**config.mk**
```make
export PLATFORM = sky130hd
export DESIGN_NAME = ps2_keyboard_tx
export DESIGN_NICKNAME = d
export VERILOG_FILES = /design/src/rtl/ps2_pkg.sv /design/src/rtl/ps2_tx_timer.sv /design/src/rtl/ps2_keyboard_tx.sv
export SDC_FILE = /design/constraint.sdc
export NUM_CORES = 1
export LEC_CHECK = 0
export ABC_AREA = 1
export BUFFER_PORTS_ARGS = -buffer_cell sky130_fd_sc_hd__buf_2
export CAP_MARGIN = 20
export CORE_ASPECT_RATIO = 0.9
export CORE_MARGIN = 2
export CORE_UTILIZATION = 60
export DETAILED_ROUTE_END_ITERATION = 10
export PLACE_DENSITY = 0.79
export REMOVE_ABC_BUFFERS = 1
export SYNTH_ARGS = -nofsm -noshare
export SYNTH_HDL_FRONTEND = slang
export SYNTH_SLANG_ARGS = --single-unit
export TNS_END_PERCENT = 10
```
**constraint.sdc**
```tcl
create_clock -name clk -period 2.03 [get_ports clk]
set_input_delay 0.3045 -clock clk [delete_from_list [all_inputs] [get_ports clk]]
set_output_delay 0.3045 -clock clk [all_outputs]
set_load 0.01 [all_outputs]
```
**src/rtl/ps2_pkg.sv**
```systemverilog
// Shared PS/2 definitions: frame constants, transmitter state encoding and
// frame-bit helpers, used by both the keyboard transmitter and the receiver.
package ps2_pkg;

  localparam logic [7:0]  BREAK_CODE = 8'hF0;
  localparam int unsigned FRAME_BITS = 11;
  localparam logic [3:0]  LAST_BIT   = 4'(FRAME_BITS - 1);

  typedef enum logic [1:0] {
    IDLE   = 2'd0,
    BIT_HI = 2'd1,
    BIT_LO = 2'd2,
    GAP    = 2'd3
  } ps2_state_e;

  // Odd parity bit: set when the data byte holds an even number of ones.
  function automatic logic odd_parity(input logic [7:0] data);
    return ~^data;
  endfunction

  // Bit idx (0 = start) of the 11-bit frame carrying data.
  function automatic logic frame_bit(input logic [7:0] data, input logic [3:0] idx);
    logic b;
    case (idx)
      4'd0:    b = 1'b0;
      4'd1:    b = data[0];
      4'd2:    b = data[1];
      4'd3:    b = data[2];
      4'd4:    b = data[3];
      4'd5:    b = data[4];
      4'd6:    b = data[5];
      4'd7:    b = data[6];
      4'd8:    b = data[7];
      4'd9:    b = odd_parity(data);
      default: b = 1'b1;
    endcase
    return b;
  endfunction

endpackage

```
**src/rtl/ps2_tx_timer.sv**
```systemverilog
// Loadable down-counter shared by the half-period and inter-frame gap timing.
// tc is high while the count sits at zero; the controller reloads on tc, so in
// active states it behaves as a one-cycle terminal-count pulse. The counter
// saturates at zero rather than wrapping.
module ps2_tx_timer #(
  parameter int unsigned W = 16
) (
  input  logic         clk,
  input  logic         rstn,
  input  logic         load,
  input  logic [W-1:0] load_val,
  output logic         tc
);

  logic [W-1:0] cnt_q;
  logic [W-1:0] cnt_d;

  assign tc = (cnt_q == {W{1'b0}});

  // Next count: load wins, otherwise decrement toward zero and hold there.
  always_comb begin
    cnt_d = cnt_q;
    if (load) begin
      cnt_d = load_val;
    end else if (!tc) begin
      cnt_d = cnt_q - {{(W-1){1'b0}}, 1'b1};
    end else begin
      cnt_d = cnt_q;
    end
  end

  // Count register, cleared by reset.
  always_ff @(posedge clk or negedge rstn) begin
    if (!rstn) begin
      cnt_q <= {W{1'b0}};
    end else begin
      cnt_q <= cnt_d;
    end
  end

endmodule

```
**src/rtl/ps2_keyboard_tx.sv**
```systemverilog
// PS/2 keyboard-side transmitter: sends one make-code frame, or a break
// prefix frame (0xF0) followed by the make-code frame, each followed by an
// idle gap. PS2Data only changes on entry to BIT_HI, so it is stable for a
// full half-period on both sides of every PS2Clk falling edge.
module ps2_keyboard_tx
  import ps2_pkg::*;
#(
  parameter int unsigned HALF_PERIOD = 5000,
  parameter int unsigned GAP_CYCLES  = 10000
) (
  input  logic       clk,
  input  logic       rstn,
  input  logic [7:0] scancode,
  input  logic       send_release,
  input  logic       send_valid,
  output logic       send_ready,
  output logic       PS2Clk,
  output logic       PS2Data
);

  localparam int unsigned MAX_CNT = (HALF_PERIOD > GAP_CYCLES) ? HALF_PERIOD : GAP_CYCLES;
  localparam int unsigned CW      = $clog2(MAX_CNT + 1);
  localparam logic [CW-1:0] HP_LOAD  = CW'(HALF_PERIOD - 1);
  localparam logic [CW-1:0] GAP_LOAD = CW'(GAP_CYCLES - 1);

  ps2_state_e  state_q,   state_d;
  logic [3:0]  bit_cnt_q, bit_cnt_d;
  logic [7:0]  data_q,    data_d;     // byte of the frame in flight
  logic [7:0]  scan_q,    scan_d;     // make code held for the second frame
  logic        rel_q,     rel_d;      // make-code frame still pending after break
  logic        ready_q,   ready_d;
  logic        clk_q,     clk_d;
  logic        dat_q,     dat_d;

  logic          tmr_load;
  logic [CW-1:0] tmr_val;
  logic          tmr_tc;

  ps2_tx_timer #(.W(CW)) u_timer (
    .clk      (clk),
    .rstn     (rstn),
    .load     (tmr_load),
    .load_val (tmr_val),
    .tc       (tmr_tc)
  );

  assign send_ready = ready_q;
  assign PS2Clk     = clk_q;
  assign PS2Data    = dat_q;

  // Frame sequencing: next state, next line levels and timer reloads.
  always_comb begin
    state_d   = state_q;
    bit_cnt_d = bit_cnt_q;
    data_d    = data_q;
    scan_d    = scan_q;
    rel_d     = rel_q;
    ready_d   = ready_q;
    clk_d     = clk_q;
    dat_d     = dat_q;
    tmr_load  = 1'b0;
    tmr_val   = HP_LOAD;
    case (state_q)
      IDLE: begin
        if (send_valid && ready_q) begin
          scan_d    = scancode;
          rel_d     = send_release;
          data_d    = send_release ? BREAK_CODE : scancode;
          bit_cnt_d = 4'd0;
          dat_d     = 1'b0;            // start bit
          clk_d     = 1'b1;
          ready_d   = 1'b0;
          state_d   = BIT_HI;
          tmr_load  = 1'b1;
        end else begin
          ready_d = 1'b1;
        end
      end
      BIT_HI: begin
        if (tmr_tc) begin
          clk_d    = 1'b0;
          state_d  = BIT_LO;
          tmr_load = 1'b1;
        end else begin
          clk_d = 1'b1;
        end
      end
      BIT_LO: begin
        if (tmr_tc && (bit_cnt_q == LAST_BIT)) begin
          clk_d    = 1'b1;
          dat_d    = 1'b1;
          state_d  = GAP;
          tmr_load = 1'b1;
          tmr_val  = GAP_LOAD;
        end else if (tmr_tc) begin
          bit_cnt_d = bit_cnt_q + 4'd1;
          dat_d     = frame_bit(data_q, bit_cnt_q + 4'd1);
          clk_d     = 1'b1;
          state_d   = BIT_HI;
          tmr_load  = 1'b1;
        end else begin
          clk_d = 1'b0;
        end
      end
      GAP: begin
        if (tmr_tc && rel_q) begin
          rel_d     = 1'b0;
          data_d    = scan_q;
          bit_cnt_d = 4'd0;
          dat_d     = 1'b0;            // start bit of the make-code frame
          state_d   = BIT_HI;
          tmr_load  = 1'b1;
        end else if (tmr_tc) begin
          ready_d = 1'b1;
          state_d = IDLE;
        end else begin
          ready_d = 1'b0;
        end
      end
      default: begin
        state_d = IDLE;
        ready_d = 1'b1;
        clk_d   = 1'b1;
        dat_d   = 1'b1;
      end
    endcase
  end

  // State and registered line outputs; reset returns both lines high at once.
  always_ff @(posedge clk or negedge rstn) begin
    if (!rstn) begin
      state_q   <= IDLE;
      bit_cnt_q <= 4'd0;
      data_q    <= 8'h00;
      scan_q    <= 8'h00;
      rel_q     <= 1'b0;
      ready_q   <= 1'b1;
      clk_q     <= 1'b1;
      dat_q     <= 1'b1;
    end else begin
      state_q   <= state_d;
      bit_cnt_q <= bit_cnt_d;
      data_q    <= data_d;
      scan_q    <= scan_d;
      rel_q     <= rel_d;
      ready_q   <= ready_d;
      clk_q     <= clk_d;
      dat_q     <= dat_d;
    end
  end

endmodule

```
Word-level counts from Yosys, hierarchy flattened

Cells that the tools add are included.

Logic and storage cells: 89
Flip-flop bits (word level): 40
Input bits: 12

Reduce and logical (&&, ||, !) cells: 17
Multiplexer cells: 39
Add/subtract/negate cells: 2
Eq/ne operators: 22

Operators with widths:

| operator                                            | count |
|---|---|
| two-way mux 14 bit                                  | 4 |
| two-way mux 8 bit                                   | 3 |
| == test 4 x 3 -> 1 bit (second input constant)      | 4 |
| two-way mux 4 bit                                   | 4 |
| one-hot mux 8 bit (2 select lines)                  | 1 |
| logical NOT 14 bit                                  | 1 |
| inequality test 2 bit (second input constant)       | 7 |
| subtractor 14 x 1 -> 14 bit (second input constant) | 1 |
| two-way mux 1 bit                                   | 13 |
| == test 4 bit (second input constant)               | 3 |
| two-way mux 2 bit                                   | 6 |
| one-hot mux 4 bit (3 select lines)                  | 1 |
| one-hot mux 1 bit (10 select lines)                 | 1 |
| == test 4 x 2 -> 1 bit (second input constant)      | 2 |
| one-hot mux 2 bit (4 select lines)                  | 1 |
| AND reduction 4 bit                                 | 2 |
| XNOR reduction 8 bit                                | 1 |
| inequality test 3 bit (second input constant)       | 2 |
| one-hot mux 1 bit (3 select lines)                  | 2 |
| AND reduction 2 bit                                 | 3 |
| nonzero test 3 bit                                  | 2 |
| AND reduction 5 bit                                 | 1 |
| adder 4 x 1 -> 4 bit (second input constant)        | 1 |
| == test 2 bit (second input constant)               | 2 |
| other kinds (9)                                     | 12 |

Longest topological paths before layout

Gate-level depths: netlist of the first run.

Depth in word-level cells: 6
Depth in mapped cells: 13
Gate-level depth less buffers: 12

By module

From an unflattened synthesis of the first run, not the netlist that was laid out.

Cells, all modules: 378
Area total of the unflattened synthesis: 2,761.4 um^2

Modules (own cells, without submodules):

| module          | times used | cells each | area an instance (um^2) | sequential area each (um^2) |
|---|---|---|---|---|
| ps2_keyboard_tx | 1          | 234        | 1,757.9                 | 654.4 |
| ps2_tx_timer    | 1          | 144        | 1,003.5                 | 350.3 |

Worst setup path before layout of the first run

No wires, ideal clock.

Kind: flip-flop to flip-flop
Start: register u_timer.cnt_q[0]
End: register u_timer.cnt_q[3]
Cell stages (with the launch flop): 13
Slack: 0.222 ns
Arrival time: 1.683 ns
Library setup time: 0.125 ns
Clock period less this slack: 1.808 ns
Buffers on the path: 1
Cells stage by stage: dfrtp_1 -> inv_1 -> ha_1 -> nand2_2 -> nor2_4 -> nand2_4 -> nor2_8 -> nand3_4 -> nand2_1 -> nand2_2 -> buf_2 -> nand2_1 -> a21oi_1

Cells in the longest elaborated chain, start to end: 5

Ends and longest elaborated chain:

| item                                                                                | line               | RTL |
|---|---|---|
| from (decl)                                                                         | ps2_tx_timer.sv:15 | `logic [W-1:0] cnt_q;` |
| from (signal assigned)                                                              | ps2_tx_timer.sv:35 | `cnt_q <= {W{1'b0}};` |
| from (signal assigned)                                                              | ps2_tx_timer.sv:37 | `cnt_q <= cnt_d;` |
| parallel branches: the longest is 5 deep, another holds subtractor 14 x 1 -> 14 bit | --                 |  |

Several ways; the timed one is not identified. The select of a mux whose other input is x is not followed.
A chain may end at the register's enable or synchronous reset.

Worst setup path in the final report of the first run

Start: register u_timer.cnt_q[3]
End: register data_q[3]

Cells in the longest elaborated chain, start to end: 4

Ends and longest elaborated chain:

| item                            | line                   | RTL |
|---|---|---|
| logical NOT 14 bit              | ps2_tx_timer.sv:18     | `assign tc = (cnt_q == {W{1'b0}});` |
| logical AND 1 bit               | ps2_keyboard_tx.sv:106 | `if (tmr_tc && rel_q) begin` |
| inequality test 2 bit (no line) | --                     |  |
| AND reduction 3 bit (no line)   | --                     |  |
| to (signal assigned)            | ps2_keyboard_tx.sv:143 | `data_q <= data_d;` |
| to (decl)                       | ps2_keyboard_tx.sv:28  | `logic [7:0] data_q, data_d;` |

Every way passes these cells.

==> impl_metrics.json, run 1 <==
{
  "outcome": "complete, no violations",
  "maxSlewHeadroom": 0.669,
  "drtPass1Iterations": 4,
  "htree_levels": 2,
  "largest_net_degree_at_the_start_of_global_routing": 22,
  "timing.critical_path.fanout_max": 6,
  "synth.top_cells.by_area": "dfrtp_1 35%, nand2_1 17%, inv_1 7.1%",
  "fmax_mhz": 519,
  "initial_core_util": 0.637,
  "final_critical_path_setup_slack_ns": 0.103,
  "clk-insertion-delay-late_ns": 0.30,
  "yosys.area.top_type_share": 0.350,
  "buffer_ports.inserted": 14,
  "setup_violations": 0,
  "postLayoutCellArea_um2": 3130,
  "root_buffer": "clkbuf_8",
  "worst_hold_slack_ns": 0.264,
  "clock-sinks": 40,
  "syn2layout_area_growth_pct": 18.2,
  "slew_violations": 0,
  "synth_top_cell_by_area": "dfrtp_1",
  "vias": 2544,
  "timing.critical_path.to_type": "flop",
  "syn_inst": 374,
  "place.gp.congestion": 0.901,
  "ys.warnings.count": 0,
  "layout_worst_path_cycle_share": 0.949,
  "detail-route-antenna-nets": 0,
  "maxCapViolCount": 0,
  "ys_seq_area_frac": 0.379,
  "leakage_nw": 1.68,
  "top_level_ports": 15,
  "tritoncts.num_buffers": 5,
  "timing.final.hold_violations": 0,
  "hold_path.class": "input port to flop",
  "layout.filler_cells": 315,
  "post_synth_most_frequent_cells": "117 x nand2_1, 50 x inv_1, 37 x dfrtp_1",
  "power_density_nw_per_um2": 438,
  "worst_setup_hold_path_clk_slew_ns": 0.08,
  "dieHeight_um": 67.0,
  "finish.net_count": 433,
  "fin_clk_skew_ns": 0.00894,
  "die-area_um2": 4960,
  "drive_gt1_frac": 0.170,
  "post-route-min-period_ns": 1.93,
  "setup_tns_ns": 0,
  "async_flop_share": 1.00,
  "syn_avg_cell_area_um2": 7.08,
  "core.rowCount": 22,
  "wl_per_cell_um": 13.4,
  "post-route-util": 0.753,
  "detail_route.iter0.violations": 202,
  "ys_seq_elements": 40,
  "synthDistinctLibCells": 32,
  "wire_length_of_the_first_global_routing_pass_mm": 10.2,
  "floorplan.core_area_um2": 4160,
  "yosysMostFrequentCell": "nand2_1",
  "grt_overflow": 0,
  "ys_dominant_reg_cell": "dfrtp_1",
  "clock_buffer_depth": 2,
  "dp_slack_ns": 0.0222,
  "synth-edff-count": 0,
  "wirelength_mm": 6.29,
  "detailedPlacementHpwl_mm": 4.47,
  "antennaDiodeCount": 0,
  "cp_data_arrival_time_ns": 2.11,
  "critical_path_required_ns": 2.21,
  "dieWidth_um": 74.0,
  "worst-setup-path-type": "flop to flop",
  "cell_area_after_synthesis_um2": 2650,
  "vdd_drop_max_mv": 0.420,
  "number_of_antenna_violations_at_the_first_check_in_global_routing": 0,
  "globalRouteTotalUtil": 0.270,
  "routed_via_density": 5.40,
  "worst_setup_start_kind": "flop",
  "drt_drc_violations_left": 0,
  "number_of_global_route_vias_before_repair": 2275,
  "placement.cell_area_um2": 2850,
  "timing_worst_slew_pin_value_ns": 0.497,
  "tritoncts": "yes"
}
[cells in the final DEF, fill, tap and decap left out, types with 2 or more instances in the layout]
master / synthesis / layout
nand2_1: 117 / 116
inv_1: 50 / 47
dfrtp_1: 37 / 37
nor2_1: 32 / 30
o21ai_0: 24 / 24
nand4_1: 19 / 19
nand3_1: 17 / 15
buf_4: 0 / 15
buf_2: 2 / 14
inv_2: 6 / 10
ha_1: 11 / 10
o21ai_1: 10 / 9
a21oi_1: 9 / 9
xor2_1: 8 / 8
nor3_1: 5 / 5
clkbuf_8: 0 / 5
xnor2_1: 4 / 4
dfstp_2: 3 / 3
nand2_4: 1 / 3
nor2_2: 1 / 3
buf_12: 0 / 3
nand3_4: 1 / 2
nand3_2: 1 / 2
nand3b_1: 2 / 2
[power breakdown]
group / internal, W / total (W) / leakage, nW / switching, W
Combinational: 0.0000179 / 0.0000475 / 1.17 / 0.0000296
Sequential: 0.000796 / 0.000796 / 0.466 / 0
Clock: 0.000240 / 0.000525 / 0.0412 / 0.000285
[worst max-delay path: stages, from the launching register on]
cell and delay, ns:
dfrtp_1 0.42, nor2_1 0.21, nand2_4 0.10, nor2_4 0.18
nand2_4 0.10, nor2_8 0.17, nand3_4 0.12, a21oi_4 0.27
clkbuf_16 0.18, o21ai_0 0.07
[registers in the layout, summed over array words and instances (netlist names)]
signal	count
bit_cnt_q	4
rel_q	1
data_q	8
PS2Clk	1
scan_q	8
PS2Data	1
u_timer.cnt_q	14
send_ready	1
state_q	2
[cell families after synthesis]
family / Yosys count / share of synthesized area
flip-flops: 40 / 0.379
buffers and inverters: 63 / 0.0931
AO/OA/AOI/OAI: 48 / 0.0988
adder cells (fa/ha/maj): 11 / 0.0520
AND/OR/NAND/NOR: 200 / 0.337
XOR/XNOR: 12 / 0.0397
[path summary, 6_finish.rpt]
check	from	endpoint	slack, ns	cells after the start
setup / recovery	u_timer.cnt_q[3]	data_q[3]	0.10	9
hold / removal	scancode[3]	scan_q[3]	0.26	3
setup reg to reg	u_timer.cnt_q[3]	data_q[3]	0.10	9
hold reg to reg	PS2Data	PS2Data	0.49	2
max in group asynchronous	rstn	send_ready	0.97	3
min in group asynchronous	rstn	rel_q	0.50	2
[metal layers]
layer | part of all wire | global-route usage | vias up
met5 | 0 | 0 | -
met3 | 0.056 | 0.0484 | 8
met2 | 0.46 | 0.415 | 83
li1 | - | - | 1262
met1 | 0.48 | 0.392 | 1191
met4 | 0.011 | 0.0659 | 0
[metrics by stage]
step | cells | total power, W
finish | 471 | 0.00137
global route | 471 | 0.00141
CTS | 460 | 0.00138
detailed placement | 451 | 0.000859
global placement | 451 | 0.000859
floorplan | 368 | 0.000823
[timing repair]
action,in CTS,in global routing
resized for setup,0,17
setup buffers,0,9
pin swaps,2,4
setup endpoints to repair,1,30
gates cloned,0,2
hold endpoints to repair,18,0
hold buffers,1,0
[layout make-up]
class                      instances  area [µm²]  share of cell area
tap                               60        75.1              0.0240
clock buffer                       6        72.6              0.0232
inverter                          57         214              0.0684
clock inverter                     2        12.5             0.00400
sequential                        40        1000               0.321
multi-input combinational        271        1460               0.467
timing repair buffer              35         289              0.0924
Note: power is estimated with default switching activity, not from simulation.
==> run 2: changes to the inputs <==
--- a/config.mk
+++ b/config.mk
@@ -8,11 +8,13 @@
 export ABC_AREA = 1
 export BUFFER_PORTS_ARGS = -buffer_cell sky130_fd_sc_hd__buf_2
 export CAP_MARGIN = 20
+export CELL_PAD_IN_SITES_DETAIL_PLACEMENT = 0
+export CELL_PAD_IN_SITES_GLOBAL_PLACEMENT = 1
 export CORE_ASPECT_RATIO = 0.9
 export CORE_MARGIN = 2
-export CORE_UTILIZATION = 60
+export CORE_UTILIZATION = 44
 export DETAILED_ROUTE_END_ITERATION = 10
-export PLACE_DENSITY = 0.79
+export PLACE_DENSITY_LB_ADDON = 0.1
 export REMOVE_ABC_BUFFERS = 1
 export SYNTH_ARGS = -nofsm -noshare
 export SYNTH_HDL_FRONTEND = slang
==> run 2 against run 1 <==
  * Utilization shrank 22 points
  * Critical endpoint unchanged
  * Power rose by 0.87%
  * Global-route usage shrank 7.2 points
  * Clock-buffer cell count rose by 2
  * Die area grew 34%
  * Largest power group unchanged
  * Critical path type unchanged
  * Clock power is 2% higher
  * Sequential cell count unchanged
==> impl_metrics.json, run 2 (synthesis results as in run 1) <==
{
  "outcome": "complete, no violations",
  "worst-setup-path-type": "flop to flop",
  "worst_r2r_path_depth": 11,
  "top_level_ports": 15,
  "tritoncts": "yes",
  "timing.final.hold_violations": 0,
  "leakage_nw": 1.64,
  "worst_setup_path_startpoint": "u_timer.cnt_q[0]",
  "clock-sinks": 40,
  "layout_worst_path_cycle_share": 0.914,
  "layout_commonest_cell": "nand2_1",
  "hold_path.class": "input port to flop",
  "largest_reg_flops": 14,
  "buffer_ports.inserted": 14,
  "power_density_nw_per_um2": 454,
  "global_route.usage.met1": 0.303,
  "initial_core_util": 0.460,
  "grt_setup_unrepaired": "false",
  "setup_tns_ns": 0,
  "worst_setup_hold_path_clk_slew_ns": 0.07,
  "core.rowCount": 26,
  "crit_chain": "inv_1 > ha_1 > nand2_2 > nor2_4 > nand2_4 > nor2_8 > nand3_4 > a21oi_4 > buf_12 > nand2_1 > o21ai_0",
  "maxCapViolCount": 0,
  "vias": 2342,
  "detail-route-antenna-nets": 0,
  "worstHoldStart": "send_valid",
  "grt_overflow": 0,
  "die-area_um2": 6650,
  "globalRouteTotalUtil": 0.198,
  "root_buffer": "clkbuf_8",
  "antennaDiodeCount": 0,
  "critical_path_required_ns": 2.23,
  "r2r-start": "u_timer.cnt_q[0]",
  "mostFrequentLayoutCells": "116 x nand2_1, 50 x inv_1, 37 x dfrtp_1",
  "timing_worst_slew_pin_value_ns": 0.457,
  "drt_drc_violations_left": 0,
  "finish.net_count": 430,
  "top_register": "u_timer.cnt_q",
  "drtPass1Iterations": 4,
  "drive_gt1_frac": 0.145,
  "detailedPlacementHpwl_mm": 4.52,
  "post-route-min-period_ns": 1.85,
  "cp_data_arrival_time_ns": 2.06,
  "crit_slowest_cell": "dfrtp_1",
  "tritoncts.num_buffers": 5,
  "timing.critical_path.to_type": "flop",
  "largest_net_degree_at_the_start_of_global_routing": 24,
  "htree_levels": 2,
  "critical_path.endpoint": "data_q[3]",
  "global_route.peak_usage_layer": "met1",
  "wl_per_cell_um": 12.3,
  "fmax_mhz": 539,
  "floorplan.core_area_um2": 5760,
  "fin_clk_skew_ns": 0.00414,
  "worst-r2r-setup-slack_ns": 0.18,
  "timing.critical_path.fanout_max": 18,
  "use_met3": 0.0426,
  "setup_violations": 0,
  "vdd_drop_max_mv": 0.297,
  "dieWidth_um": 85.8,
  "maxSlewHeadroom": 0.695,
  "largestRegisters": "u_timer.cnt_q (14), data_q (8), scan_q (8)",
  "number_of_global_route_vias_before_repair": 2232,
  "wirelength_mm": 5.89,
  "critPathMaxStageDelay_ns": 0.41,
  "crit-reg2reg-capture": "data_q[3]",
  "place.gp.congestion": 0.823,
  "slew_violations": 0,
  "worst_setup_start_kind": "flop",
  "wire_length_of_the_first_global_routing_pass_mm": 10.5,
  "routed_via_density": 4.90,
  "dieHeight_um": 77.6,
  "clk-insertion-delay-late_ns": 0.29,
  "syn2layout_area_growth_pct": 14.9,
  "number_of_antenna_violations_at_the_first_check_in_global_routing": 0,
  "clock_buffer_depth": 2,
  "grt_use_met2": 0.283,
  "detail_route.iter0.violations": 99,
  "power_w": 0.00138
}
[run 2: changes by cell type in the layout (fill, tap and decap cells not counted), sizes merged]
cell      before  now
clkinvlp       1    0
buf           33   31
clkinv         1    0
clkbuf         7    8
[run 2: cell type report]
cell class	instances	area (µm²)
Multi-Input combinational cell	271	1410
Inverter	57	214
Clock buffer	8	90.1
Timing Repair Buffer	32	233
Tap cell	70	87.6
Fill cell	582	2720
Sequential cell	40	1000
[run 2: layer usage]
| metal | share of wire | vias to the layer above |
|---|---|---|
| li1 | - | 1259 |
| met1 | 0.54 | 1042 |
| met2 | 0.42 | 37 |
| met3 | 0.037 | 4 |
| met4 | 0.0058 | 0 |
| met5 | 0 | - |
[run 2: worst min-delay path by stage]
stage | to | slack (ns) | cells after the start
6_report | send_ready | 0.28 | 4
4_1_cts | send_ready | 0.27 | 4
3_3_place_gp | u_timer.cnt_q[5] | 0.26 | 1
5_1_grt | send_ready | 0.28 | 4
2_1_floorplan | bit_cnt_q[0] | 0.009 | 0
3_5_place_dp | u_timer.cnt_q[5] | 0.27 | 1
[run 2: worst max-delay path: cells and delay by family, from the launching register on]
kind | cells | cell delay (ns)
AO/OA/AOI/OAI | 2 | 0.25
buffers and inverters | 2 | 0.23
flip-flops | 1 | 0.41
AND/OR/NAND/NOR | 6 | 0.67
adder cells (fa/ha/maj) | 1 | 0.20
[run 2: timing repair]
| item | 4_1_cts | 5_1_grt |
|---|---|---|
| hold buffers | 1 | 0 |
| endpoints found under the setup margin | 0 | 18 |
| gates resized for setup | 0 | 6 |
| endpoints found under the hold margin | 15 | 0 |
| buffers inserted | 0 | 2 |
[run 2: stage by stage]
step / cell area [µm²] / hold slack [ns] / instances / setup WS, ns / utilization
6_report: 3040 / 0.278 / 478 / 0.176 / 0.528
5_1_grt: 3040 / 0.283 / 478 / 0.00650 / 0.528
4_1_cts: 3010 / 0.268 / 476 / 0.0695 / 0.523
3_5_place_dp: 2910 / 0.268 / 467 / 0.0897 / 0.505
3_3_place_gp: 2910 / 0.262 / 467 / 0.120 / 0.505
2_1_floorplan: 2620 / 0.00891 / 368 / 0.219 / -
[run 2: power breakdown]
group,switching (W),internal [W]
Sequential,0,0.000797
Clock,0.000259,0.000277
Combinational,0.0000303,0.0000179
==> run 3: changes to the inputs <==
--- a/config.mk
+++ b/config.mk
@@ -13,9 +13,12 @@
 export CORE_ASPECT_RATIO = 0.9
 export CORE_MARGIN = 2
 export CORE_UTILIZATION = 44
+export CTS_BUF_LIST = sky130_fd_sc_hd__clkbuf_4 sky130_fd_sc_hd__clkbuf_8 sky130_fd_sc_hd__clkbuf_16
 export DETAILED_ROUTE_END_ITERATION = 10
+export HOLD_SLACK_MARGIN = 0.05
 export PLACE_DENSITY_LB_ADDON = 0.1
 export REMOVE_ABC_BUFFERS = 1
+export SKIP_LAST_GASP = 1
 export SYNTH_ARGS = -nofsm -noshare
 export SYNTH_HDL_FRONTEND = slang
 export SYNTH_SLANG_ARGS = --single-unit
==> run 3 against run 2 <==
  * Sequential cell count stayed put
  * Fmax decreased by 2.6%
  * Register-to-register slack got worse by 0.05 ns
  * Clock skew hardly changed
  * Sequential share of layout area about the same
  * Routed wire length fell by 0.44%
  * Sequential power barely moved
  * Critical path type unchanged
  * Highest routed layer unchanged
==> impl_metrics.json, run 3 (synthesis results as in run 1) <==
{
  "outcome": "complete, no violations",
  "worst-setup-path-type": "flop to flop",
  "core.rowCount": 26,
  "dieWidth_um": 85.8,
  "crit_slowest_cell": "dfrtp_1",
  "routed_via_density": 4.91,
  "worst_hold_slack_ns": 0.277,
  "layout_commonest_cell": "nand2_1",
  "final_critical_path_setup_slack_ns": 0.126,
  "drt_drc_violations_left": 0,
  "maxSlewHeadroom": 0.707,
  "timing.final.hold_violations": 0,
  "worst-path-stages": 10,
  "antennaDiodeCount": 0,
  "dieHeight_um": 77.6,
  "die-area_um2": 6650,
  "top_level_ports": 15,
  "largestRegisters": "u_timer.cnt_q (14), data_q (8), scan_q (8)",
  "setup_tns_ns": 0,
  "initial_core_util": 0.460,
  "worst_setup_hold_path_clk_slew_ns": 0.07,
  "finish.net_count": 430,
  "tritoncts.num_buffers": 5,
  "grt_setup_unrepaired": "true",
  "top_register": "u_timer.cnt_q",
  "drive_gt1_frac": 0.145,
  "maxCapViolCount": 0,
  "power_w": 0.00141,
  "largest_net_degree_at_the_start_of_global_routing": 24,
  "power_density_nw_per_um2": 463,
  "clock-sinks": 40,
  "slew_violations": 0,
  "vdd_drop_max_mv": 0.294,
  "wirelength_mm": 5.86,
  "worst_r2r_path_depth": 10,
  "syn2layout_area_growth_pct": 14.9,
  "critical_path_required_ns": 2.24,
  "number_of_global_route_vias_before_repair": 2239,
  "detail-route-antenna-nets": 0,
  "r2r-start": "u_timer.cnt_q[0]",
  "layout_worst_path_cycle_share": 0.938,
  "htree_levels": 2,
  "buffer_ports.inserted": 14,
  "floorplan.core_area_um2": 5760,
  "critical_path.endpoint": "u_timer.cnt_q[3]",
  "wl_per_cell_um": 12.3,
  "worst-path-buf-inv": 1,
  "dp_slack_ns": 0.0897,
  "detailedPlacementHpwl_mm": 4.52,
  "hold_path.class": "input port to flop",
  "number_of_antenna_violations_at_the_first_check_in_global_routing": 0,
  "clock_buffer_depth": 2,
  "tritoncts": "yes",
  "post-route-min-period_ns": 1.90,
  "globalRouteTotalUtil": 0.199,
  "cp_data_arrival_time_ns": 2.11,
  "worst_setup_path_startpoint": "u_timer.cnt_q[0]",
  "crit_chain": "inv_1 > ha_1 > nand2_2 > nor2_4 > nand2_4 > nor2_8 > nand3_4 > nand2_1 > nand3_2 > a21oi_1",
  "setup_violations": 0,
  "fin_clk_skew_ns": 0.00405,
  "mostFrequentLayoutCells": "117 x nand2_1, 50 x inv_1, 37 x dfrtp_1",
  "timing.critical_path.to_type": "flop",
  "crit-reg2reg-capture": "u_timer.cnt_q[3]",
  "clk-insertion-delay-late_ns": 0.29,
  "timing.critical_path.fanout_max": 5,
  "layout.filler_cells": 583,
  "worst-r2r-setup-slack_ns": 0.13,
  "leakage_nw": 1.65,
  "timing_worst_slew_pin_value_ns": 0.440,
  "root_buffer": "clkbuf_8",
  "grt_overflow": 0,
  "drtPass1Iterations": 5,
  "critPathMaxStageDelay_ns": 0.41,
  "largest_reg_flops": 14,
  "worst_path_dominant_cell_family": "simple AND/OR/NAND/NOR gates",
  "detail_route.iter0.violations": 125,
  "vias": 2349,
  "wire_length_of_the_first_global_routing_pass_mm": 10.5,
  "place.gp.congestion": 0.823,
  "worst_setup_start_kind": "flop",
  "fmax_mhz": 525
}
==> run 3: cell counts in the layout (fill, tap and decap cells not counted) <==
Identical to the previous run, type by type.
==> run 3: worst min path at each step <==
stage          startpoint               end  depth (start not counted)
2_1_floorplan        rstn      bit_cnt_q[0]                          0
3_3_place_gp         rstn  u_timer.cnt_q[5]                          1
3_5_place_dp         rstn  u_timer.cnt_q[5]                          1
4_1_cts        send_valid        send_ready                          4
5_1_grt        send_valid        send_ready                          4
6_report       send_valid        send_ready                          4
==> run 3: metal layers <==
layer  track usage  wire, µm  vias to the layer above
li1              -         -                     1259
met1         0.305      3200                     1046
met2         0.283      2400                       40
met3        0.0426       219                        4
met4        0.0492        34                        0
met5             0         0                        -
==> run 3: timing repair <==
item                                    CTS  global route
endpoints found under the setup margin    0            18
endpoints found under the hold margin    15             0
hold buffers                              1             0
gates resized for setup                   0             3
buffers inserted                          0             2
==> run 3: worst min-delay path: cells and delay by family <==
kind,cells,cell delay (ns)
compound gates,1,0.08
buf+inv,1,0.07
simple gates,2,0.10
==> run 3: report_power, final <==
group / internal, W / total, W / switching (W)
Combinational: 0.0000179 / 0.0000484 / 0.0000304
Clock: 0.000304 / 0.000565 / 0.000261
Sequential: 0.000797 / 0.000797 / 0
Total: 0.00112 / 0.00141 / 0.000291
==> run 3: final cells by class <==
type                       instances  area (µm²)  area share
clock buffer                       8        97.6      0.0321
inverter                          57         214      0.0703
multi-input combinational        271        1410       0.462
sequential                        40        1000       0.330
tap                               70        87.6      0.0288
timing repair buffer              32         233      0.0765
==> run 3: stage by stage <==
stage               utilization  std cells  instance area [µm²]
CTS                       0.524        476                 3020
finish                    0.528        478                 3040
detailed placement        0.505        467                 2910
global placement          0.505        467                 2910
global route              0.528        478                 3040
floorplan                     -        368                 2620
